$ cat src/rtl/lc3_pkg.sv
// Shared LC3 definitions: memory-access FSM states, writeback source select
// encodings and default bus widths.
package lc3_pkg;

    localparam int unsigned LC3_AW = 16;
    localparam int unsigned LC3_DW = 16;

    typedef enum logic [1:0] {
        IDLE = 2'd0,
        IND  = 2'd1,
        RD   = 2'd2,
        WR   = 2'd3
    } mem_state_t;

    // Writeback source select; W_MEM picks memout from the memory-access stage.
    typedef enum logic [1:0] {
        W_ALU = 2'h0,
        W_MEM = 2'h1,
        W_PC  = 2'h2
    } wctl_t;

endpackage

$ cat src/rtl/memaccess_if.sv
// Data-memory port between the LC3 memory-access stage (master) and the
// data memory (slave). Data_rdy may answer Data_req in the same cycle.
interface memaccess_if #(
    parameter int unsigned AW = 16,
    parameter int unsigned DW = 16
);

    logic [AW-1:0] Data_addr;
    logic [DW-1:0] Data_din;
    logic          Data_req;
    logic          Data_we;
    logic [DW-1:0] Data_dout;
    logic          Data_rdy;

    modport master (
        output Data_addr,
        output Data_din,
        output Data_req,
        output Data_we,
        input  Data_dout,
        input  Data_rdy
    );

    modport slave (
        input  Data_addr,
        input  Data_din,
        input  Data_req,
        input  Data_we,
        output Data_dout,
        output Data_rdy
    );

endinterface

$ cat src/rtl/memaccess.sv
// LC3 memory-access stage: LD/LDR/LDI/ST/STR/STI against the data memory port.
// Indirect ops read a pointer first; every output is driven straight from a flop.
module memaccess
    import lc3_pkg::*;
#(
    parameter int unsigned AW = LC3_AW,
    parameter int unsigned DW = LC3_DW
) (
    input  logic          clk,
    input  logic          rst,
    input  logic          start,
    input  logic          is_store,
    input  logic          indirect,
    input  logic [AW-1:0] M_Addr,
    input  logic [DW-1:0] M_Data,
    memaccess_if.master   dbus,
    output logic [DW-1:0] memout,
    output logic          busy,
    output logic          done
);

    mem_state_t    state_q;
    logic [AW-1:0] addr_q;
    logic [DW-1:0] din_q;
    logic          store_q;
    logic [DW-1:0] memout_q;
    logic          req_q;
    logic          we_q;
    logic          busy_q;
    logic          done_q;
    logic          beat;

    assign beat = req_q & dbus.Data_rdy;

    always_ff @(posedge clk or negedge rst) begin
        if (!rst) begin
            state_q  <= IDLE;
            addr_q   <= '0;
            din_q    <= '0;
            store_q  <= 1'b0;
            memout_q <= '0;
            req_q    <= 1'b0;
            we_q     <= 1'b0;
            busy_q   <= 1'b0;
            done_q   <= 1'b0;
        end else begin
            done_q <= 1'b0;
            unique case (state_q)
                IDLE: begin
                    if (start) begin
                        addr_q  <= M_Addr;
                        din_q   <= M_Data;
                        store_q <= is_store;
                        req_q   <= 1'b1;
                        busy_q  <= 1'b1;
                        if (indirect) begin
                            state_q <= IND;
                            we_q    <= 1'b0;
                        end else if (is_store) begin
                            state_q <= WR;
                            we_q    <= 1'b1;
                        end else begin
                            state_q <= RD;
                            we_q    <= 1'b0;
                        end
                    end
                end
                IND: begin
                    // Pointer word becomes the effective address; request stays up.
                    if (beat) begin
                        addr_q  <= AW'(dbus.Data_dout);
                        state_q <= store_q ? WR : RD;
                        we_q    <= store_q;
                    end
                end
                RD: begin
                    if (beat) begin
                        memout_q <= dbus.Data_dout;
                        done_q   <= 1'b1;
                        req_q    <= 1'b0;
                        busy_q   <= 1'b0;
                        state_q  <= IDLE;
                    end
                end
                WR: begin
                    if (beat) begin
                        done_q  <= 1'b1;
                        req_q   <= 1'b0;
                        we_q    <= 1'b0;
                        busy_q  <= 1'b0;
                        state_q <= IDLE;
                    end
                end
                default: state_q <= IDLE;
            endcase
        end
    end

    assign dbus.Data_addr = addr_q;
    assign dbus.Data_din  = din_q;
    assign dbus.Data_req  = req_q;
    assign dbus.Data_we   = we_q;
    assign memout         = memout_q;
    assign busy           = busy_q;
    assign done           = done_q;

endmodule

$ cat src/flat_wrapper.sv
// flat-port wrapper written by rule: the top's interface ports become plain ports
module memaccess_flat import lc3_pkg::*;
#(
    parameter int unsigned AW = LC3_AW,
    parameter int unsigned DW = LC3_DW
)
  (clk, rst, start, is_store, indirect, M_Addr, M_Data, memout, busy, done, dbus_Data_addr, dbus_Data_din, dbus_Data_req, dbus_Data_we, dbus_Data_dout, dbus_Data_rdy);
  memaccess_if #(.AW(AW), .DW(DW)) dbus_i ();
  input  logic clk;
  input  logic rst;
  input  logic start;
  input  logic is_store;
  input  logic indirect;
  input  logic [AW-1:0] M_Addr;
  input  logic [DW-1:0] M_Data;
  output logic [DW-1:0] memout;
  output logic busy;
  output logic done;
  output wire logic [$bits(dbus_i.Data_addr)-1:0] dbus_Data_addr;
  output wire logic [$bits(dbus_i.Data_din)-1:0] dbus_Data_din;
  output wire logic [$bits(dbus_i.Data_req)-1:0] dbus_Data_req;
  output wire logic [$bits(dbus_i.Data_we)-1:0] dbus_Data_we;
  input wire logic [$bits(dbus_i.Data_dout)-1:0] dbus_Data_dout;
  input wire logic [$bits(dbus_i.Data_rdy)-1:0] dbus_Data_rdy;
  assign dbus_Data_addr = dbus_i.Data_addr;
  assign dbus_Data_din = dbus_i.Data_din;
  assign dbus_Data_req = dbus_i.Data_req;
  assign dbus_Data_we = dbus_i.Data_we;
  assign dbus_i.Data_dout = dbus_Data_dout;
  assign dbus_i.Data_rdy = dbus_Data_rdy;
  memaccess #(.AW(AW), .DW(DW)) u_core (.clk(clk), .rst(rst), .start(start), .is_store(is_store), .indirect(indirect), .M_Addr(M_Addr), .M_Data(M_Data), .dbus(dbus_i), .memout(memout), .busy(busy), .done(done));
endmodule
$ cat config.mk
export PLATFORM = sky130hd
export DESIGN_NAME = memaccess_flat
export DESIGN_NICKNAME = d
export VERILOG_FILES = /design/src/rtl/lc3_pkg.sv /design/src/rtl/memaccess_if.sv /design/src/rtl/memaccess.sv /design/src/flat_wrapper.sv
export SDC_FILE = /design/constraint.sdc
export NUM_CORES = 1
export LEC_CHECK = 0
export ABC_AREA = 1
export ABC_CLOCK_PERIOD_IN_PS = 2100
export BUFFER_PORTS_ARGS = -buffer_cell sky130_fd_sc_hd__buf_2
export CORE_MARGIN = 3
export CORE_UTILIZATION = 45
export CTS_CLUSTER_DIAMETER = 120
export DETAILED_ROUTE_END_ITERATION = 12
export PLACE_DENSITY = 0.76
export SLEW_MARGIN = 0
export SYNTH_ARGS = -nofsm -noshare
export SYNTH_HDL_FRONTEND = slang
export SYNTH_SLANG_ARGS = --single-unit
$ cat constraint.sdc
create_clock -name clk -period 2.1 [get_ports clk]
set_input_delay 0.105 -clock clk [delete_from_list [all_inputs] [get_ports clk]]
set_output_delay 0.105 -clock clk [all_outputs]
set_load 0.01 [all_outputs]
# Word-level counts from Yosys, hierarchy flattened
# Index checks and enable logic that the tools add are counted.
# op_classes
add_sub_neg	0
multipliers	0
div_mod_pow	0
n_lt_le_gt_ge	0
eq_ne	7
shift	0
n_mux	20
bitwise_logic	1
n_reduce_logical	11
# op_table
cell	n
$mux 16	2
$pmux 16 s2	1
$mux 1	10
$reduce_and 3->1	3
$mux 2	4
$ne 2x1->1 const B	3
$pmux 2 s3	1
$eq 2x2->1 const B	2
$reduce_and 2->1	2
$reduce_and 4->1	1
$reduce_bool 2->1	2
$pmux 1 s3	1
$reduce_bool 3->1	1
$eq 2x1->1 const B	1
$logic_not 2->1	1
$ne 2x2->1 const B	1
$pmux 1 s2	1
$reduce_or 2->1	1
$and 1x1->1	1
# totals
regBits	54
latch_bits	0
mem_bits_rw	0
mem_bits_ro	0
inputBits	54
output_inout_bits	52
elab_cells	47
memories	0

# Longest topological paths before layout
# depth
depth_word	4
ltp_mapped	8

# Least setup slack after synthesis
# No wires, ideal clock.
# synth_path
path_kind	reg-to-reg
startpoint	register u_core.state_q[0]
endpoint	register u_core.din_q[0], in the netlist u_core.dbus.Data_din[0]
arrival_time_ps	1167
t_required_ps	1983
slack_ps	816
stages_incl_launch_ff	8
path_buffers	3
synth_period_minus_slack_ps	1284
path_cell_list	dfrtp_1 buf_4 nor2_4 nand2_4 buf_6 buf_4 nand2_1 nand2_1
# synth_between
elab_chain_cells	2
# synth_lines
element	line	rtl
from (decl)	memaccess.sv:22	mem_state_t state_q;
from (signal assigned)	memaccess.sv:72	state_q <= store_q ? WR : RD;
$logic_not 2->1	memaccess.sv:48	unique case (state_q)
$reduce_and 2->1 (no line)	--	
to (signal assigned)	memaccess.sv:52	din_q <= M_Data;
to (decl)	memaccess.sv:24	logic [DW-1:0] din_q;
# No other way between the ends.
# A chain may end at the register's enable or synchronous reset.

# Worst setup path after layout
# layout_path
startpoint	register u_core.state_q[0]
endpoint	register u_core.state_q[0]
# layout_between
elab_chain_cells	4
# layout_lines
element	line
$eq 2x2->1	memaccess.sv:48
$reduce_or 2->1 (no line)	--
$ne 2x1->1 (no line)	--
$reduce_and 3->1 (no line)	--
# Parallel ways exist; a longest one is shown, timed or not.

==> results by group <==
STA
  – Fin crit share: 0.7421
  – FMAX: about 640 MHz
  – Final hold violation count: 0
  – Slew Viols, Final: 0
  – Setup ws final: 541.5 ps
  – Worst slew margin: 0.5563
  – Clock skew: between 4 and 5 ps
  – Setup TNS: 0 ps
  – Measured slew at the worst slew-check pin: about 670 ps
  – Final setup fails: 0
  – Fin crit period: 1558 ps
  – Unrepaired setup endpoints after global routing: false

Drt
  – DR vias: 2264
  – Detailed Routing Iterations Pass 1: 6
  – 1st-iter DRT viols: between 100 and 150
  – DR WL/cell: about 13 µm
  – Vias per cell: ~4.8
  – Remaining DRCs: 0
  – Final WL: about 6000 µm
  – Antenna viol nets, final: 0

Cells and area
  – Fillers: a little over 500
  – Post-Route Utilization: 0.5957
  – Post-route cell area: roughly 0.0031 mm²
  – Nets: around 460
  – Area grow syn2layout: 25.66%
  – # diodes: 0
  – Most frequent cells in the layout: nand2_1, buf_2, dfrtp_1
  – Layout cells sized above 1: 0.3102
  – Most common cell after layout, fill and taps aside: nand2_1
  – Non-filler instance count after layout: about 470

Placed design
  – Placed Cells: ~460
  – Gpl congestion: 0.8275
  – IO buf count: around 110
  – DP Wirelength: approximately 4500 µm
  – Pre-CTS setup slack: between 500 and 600 ps
  – Dpl cell area: 0.002984 mm²

CTS
  – CTS Buf Count: 5
  – H-tree depth: 2
  – CTS Sinks: 54
  – Clock transition at path regs: roughly 90 ps
  – Clock Latency Late Sink: about 310 ps
  – TritonCTS clock tree: yes
  – Clock Tree Buf Depth: 2
  – Root Buffer: clkbuf_8

Hold path
  – Hold Crit Class: primary input to register
  – Worst Hold Depth: 3

Global route
  – GRT overflow: 0
  – First-pass GRT wire length: just under 10000 µm
  – Largest net degree at the start of global routing: 40
  – Total track usage: 0.1935
  – Antenna violations before repair: 0
  – Vias in the first global route: 2142

Power
  – Peak VDD IR: 759.3 µV
  – Lkg Pwr: 1.861 nW
  – Pwr per Cell Area: around 1400 mW/mm²

Floorplan
  – Boundary Pins: 106
  – Core Area: approximately 0.0052 mm²
  – Die height: between 80 and 90 µm
  – Row Count: 26
  – Die Wd: approximately 80 µm
  – Die area: 0.006407 mm²
  – Starting density of the core: 0.4740

Critical path
  – CP Max Fanout: 19
  – Setup crit end kind: register
  – Data required time of the worst path: about 2400 ps
  – Worst r2r path cells: 6
  – Critical Path Start Type: register
  – Crit path DAT: approximately 1800 ps
  – Slowest-stage cell, CP: dfrtp_1
  – Crit path top cell by count: nand2_1
  – Worst Setup Path Type: register to register
  – CP cell instances: inv_2 -> nor2_4 -> nand2_1 -> nand2_1 -> nand2_1 -> nand2_1
  – Slowest stage delay, CP: ~560 ps

Logic synthesis
  – Syn avg cell area: slightly above 8 µm²
  – Post-synthesis cell type count: 17
  – Synth top area cells: dfrtp_1, nand2_1, nand3_1
  – Cell taking the most area after synthesis: dfrtp_1
  – Post-Syn Instances: 302
  – Synth warnings: 0
  – Area fraction of the dominant cell type after synthesis: 0.5477
  – Register bit total from synthesis: 54
  – Seq/Total Area, Yosys: 0.5477
  – Synth Net Count: 356
  – Mapped Area: about 0.0025 mm²

Run
  – Total of max-cap violations: 0

Outcome
  – Outcome: complete, no violations
-- timing repair --
| action | in CTS | in global routing |
|---|---|---|
| hold endpoints to repair | 28 | 0 |
| resized for setup | 0 | 0 |
| buffers inserted | 0 | 0 |
| hold buffers | 1 | 0 |
-- report_power, final --
| group | switching, W | internal, W |
|---|---|---|
| logic | 0.00118 | 0.000718 |
| clock network | 0.000333 | 0.000357 |
| registers | 0.000319 | 0.00152 |
-- critical path, delay by kind of cell, from the launching register on --
family                 cells  cell delay [ps]
AND/OR/NAND/NOR            5              700
buffers and inverters      1              250
flip-flops                 1              560
-- logic make-up (layout without fill, tap and decap cells) --
family,Yosys count,in the layout,share of synthesized area
AO/OA/AOI/OAI,4,4,0.008110
flip-flops,54,54,0.5477
buffers and inverters,22,123,0.05780
AND/OR/NAND/NOR,222,222,0.3864
-- registers in the layout, summed over array words and instances, names as in the netlist --
register and cells:
u_core.dbus.Data_addr 16, u_core.dbus.Data_din 16, u_core.memout 16, u_core.state_q 2, u_core.busy 1, u_core.dbus.Data_we 1, u_core.done 1, u_core.store_q 1
-- cells in the mapped netlist --
cell / number
clkinv_2: 1
o21ai_1: 1
inv_2: 2
nand2_2: 1
nand2_4: 3
nand2_1: 162
nor2_4: 2
buf_4: 6
inv_1: 3
buf_2: 5
nand3_2: 1
clkbuf_1: 1
o21ai_0: 3
nand4_2: 1
dfrtp_1: 54
buf_6: 4
nand3_1: 52
-- final cells by class --
cell class                      count  area (µm²)  share of cell area
Sequential cell                    54        1351              0.4358
Multi-Input combinational cell    226       973.4              0.3140
Timing Repair Buffer              109       558.0              0.1800
Tap cell                           70       87.58             0.02825
Clock buffer                        7       76.32             0.02462
Clock inverter                      1       30.03            0.009685
Inverter                            6       23.77            0.007667
-- final timing paths --
| check | from | endpoint | slack (ps) |
|---|---|---|---|
| worst max-delay path | u_core.state_q[0] | u_core.state_q[0] | 540 |
| min in group asynchronous | rst | u_core.memout[2] | 360 |
| worst max register to register | u_core.state_q[0] | u_core.state_q[0] | 540 |
| worst min register to register | u_core.memout[4] | u_core.memout[4] | 470 |
| max in group asynchronous | rst | u_core.dbus.Data_din[10] | 1040 |
| worst min-delay path | M_Data[13] | u_core.dbus.Data_din[13] | 20 |
-- routing by layer --
metal | vias up | track usage | share of wire
met3 | 4 | 0.04515 | 0.088
met2 | 100 | 0.3113 | 0.44
met5 | - | 0 | 0
met1 | 1008 | 0.2625 | 0.46
li1 | 1152 | - | -
met4 | 0 | 0.05068 | 0.0075
-- through the flow --
step,total power (W),hold WS [ps]
floorplan,0.003088,-190.6
global placement,0.003724,167.7
detailed placement,0.003773,177.2
CTS,0.004463,16.36
global route,0.004798,28.80
finish,0.004423,23.37
(Power assumes the default switching activity.)
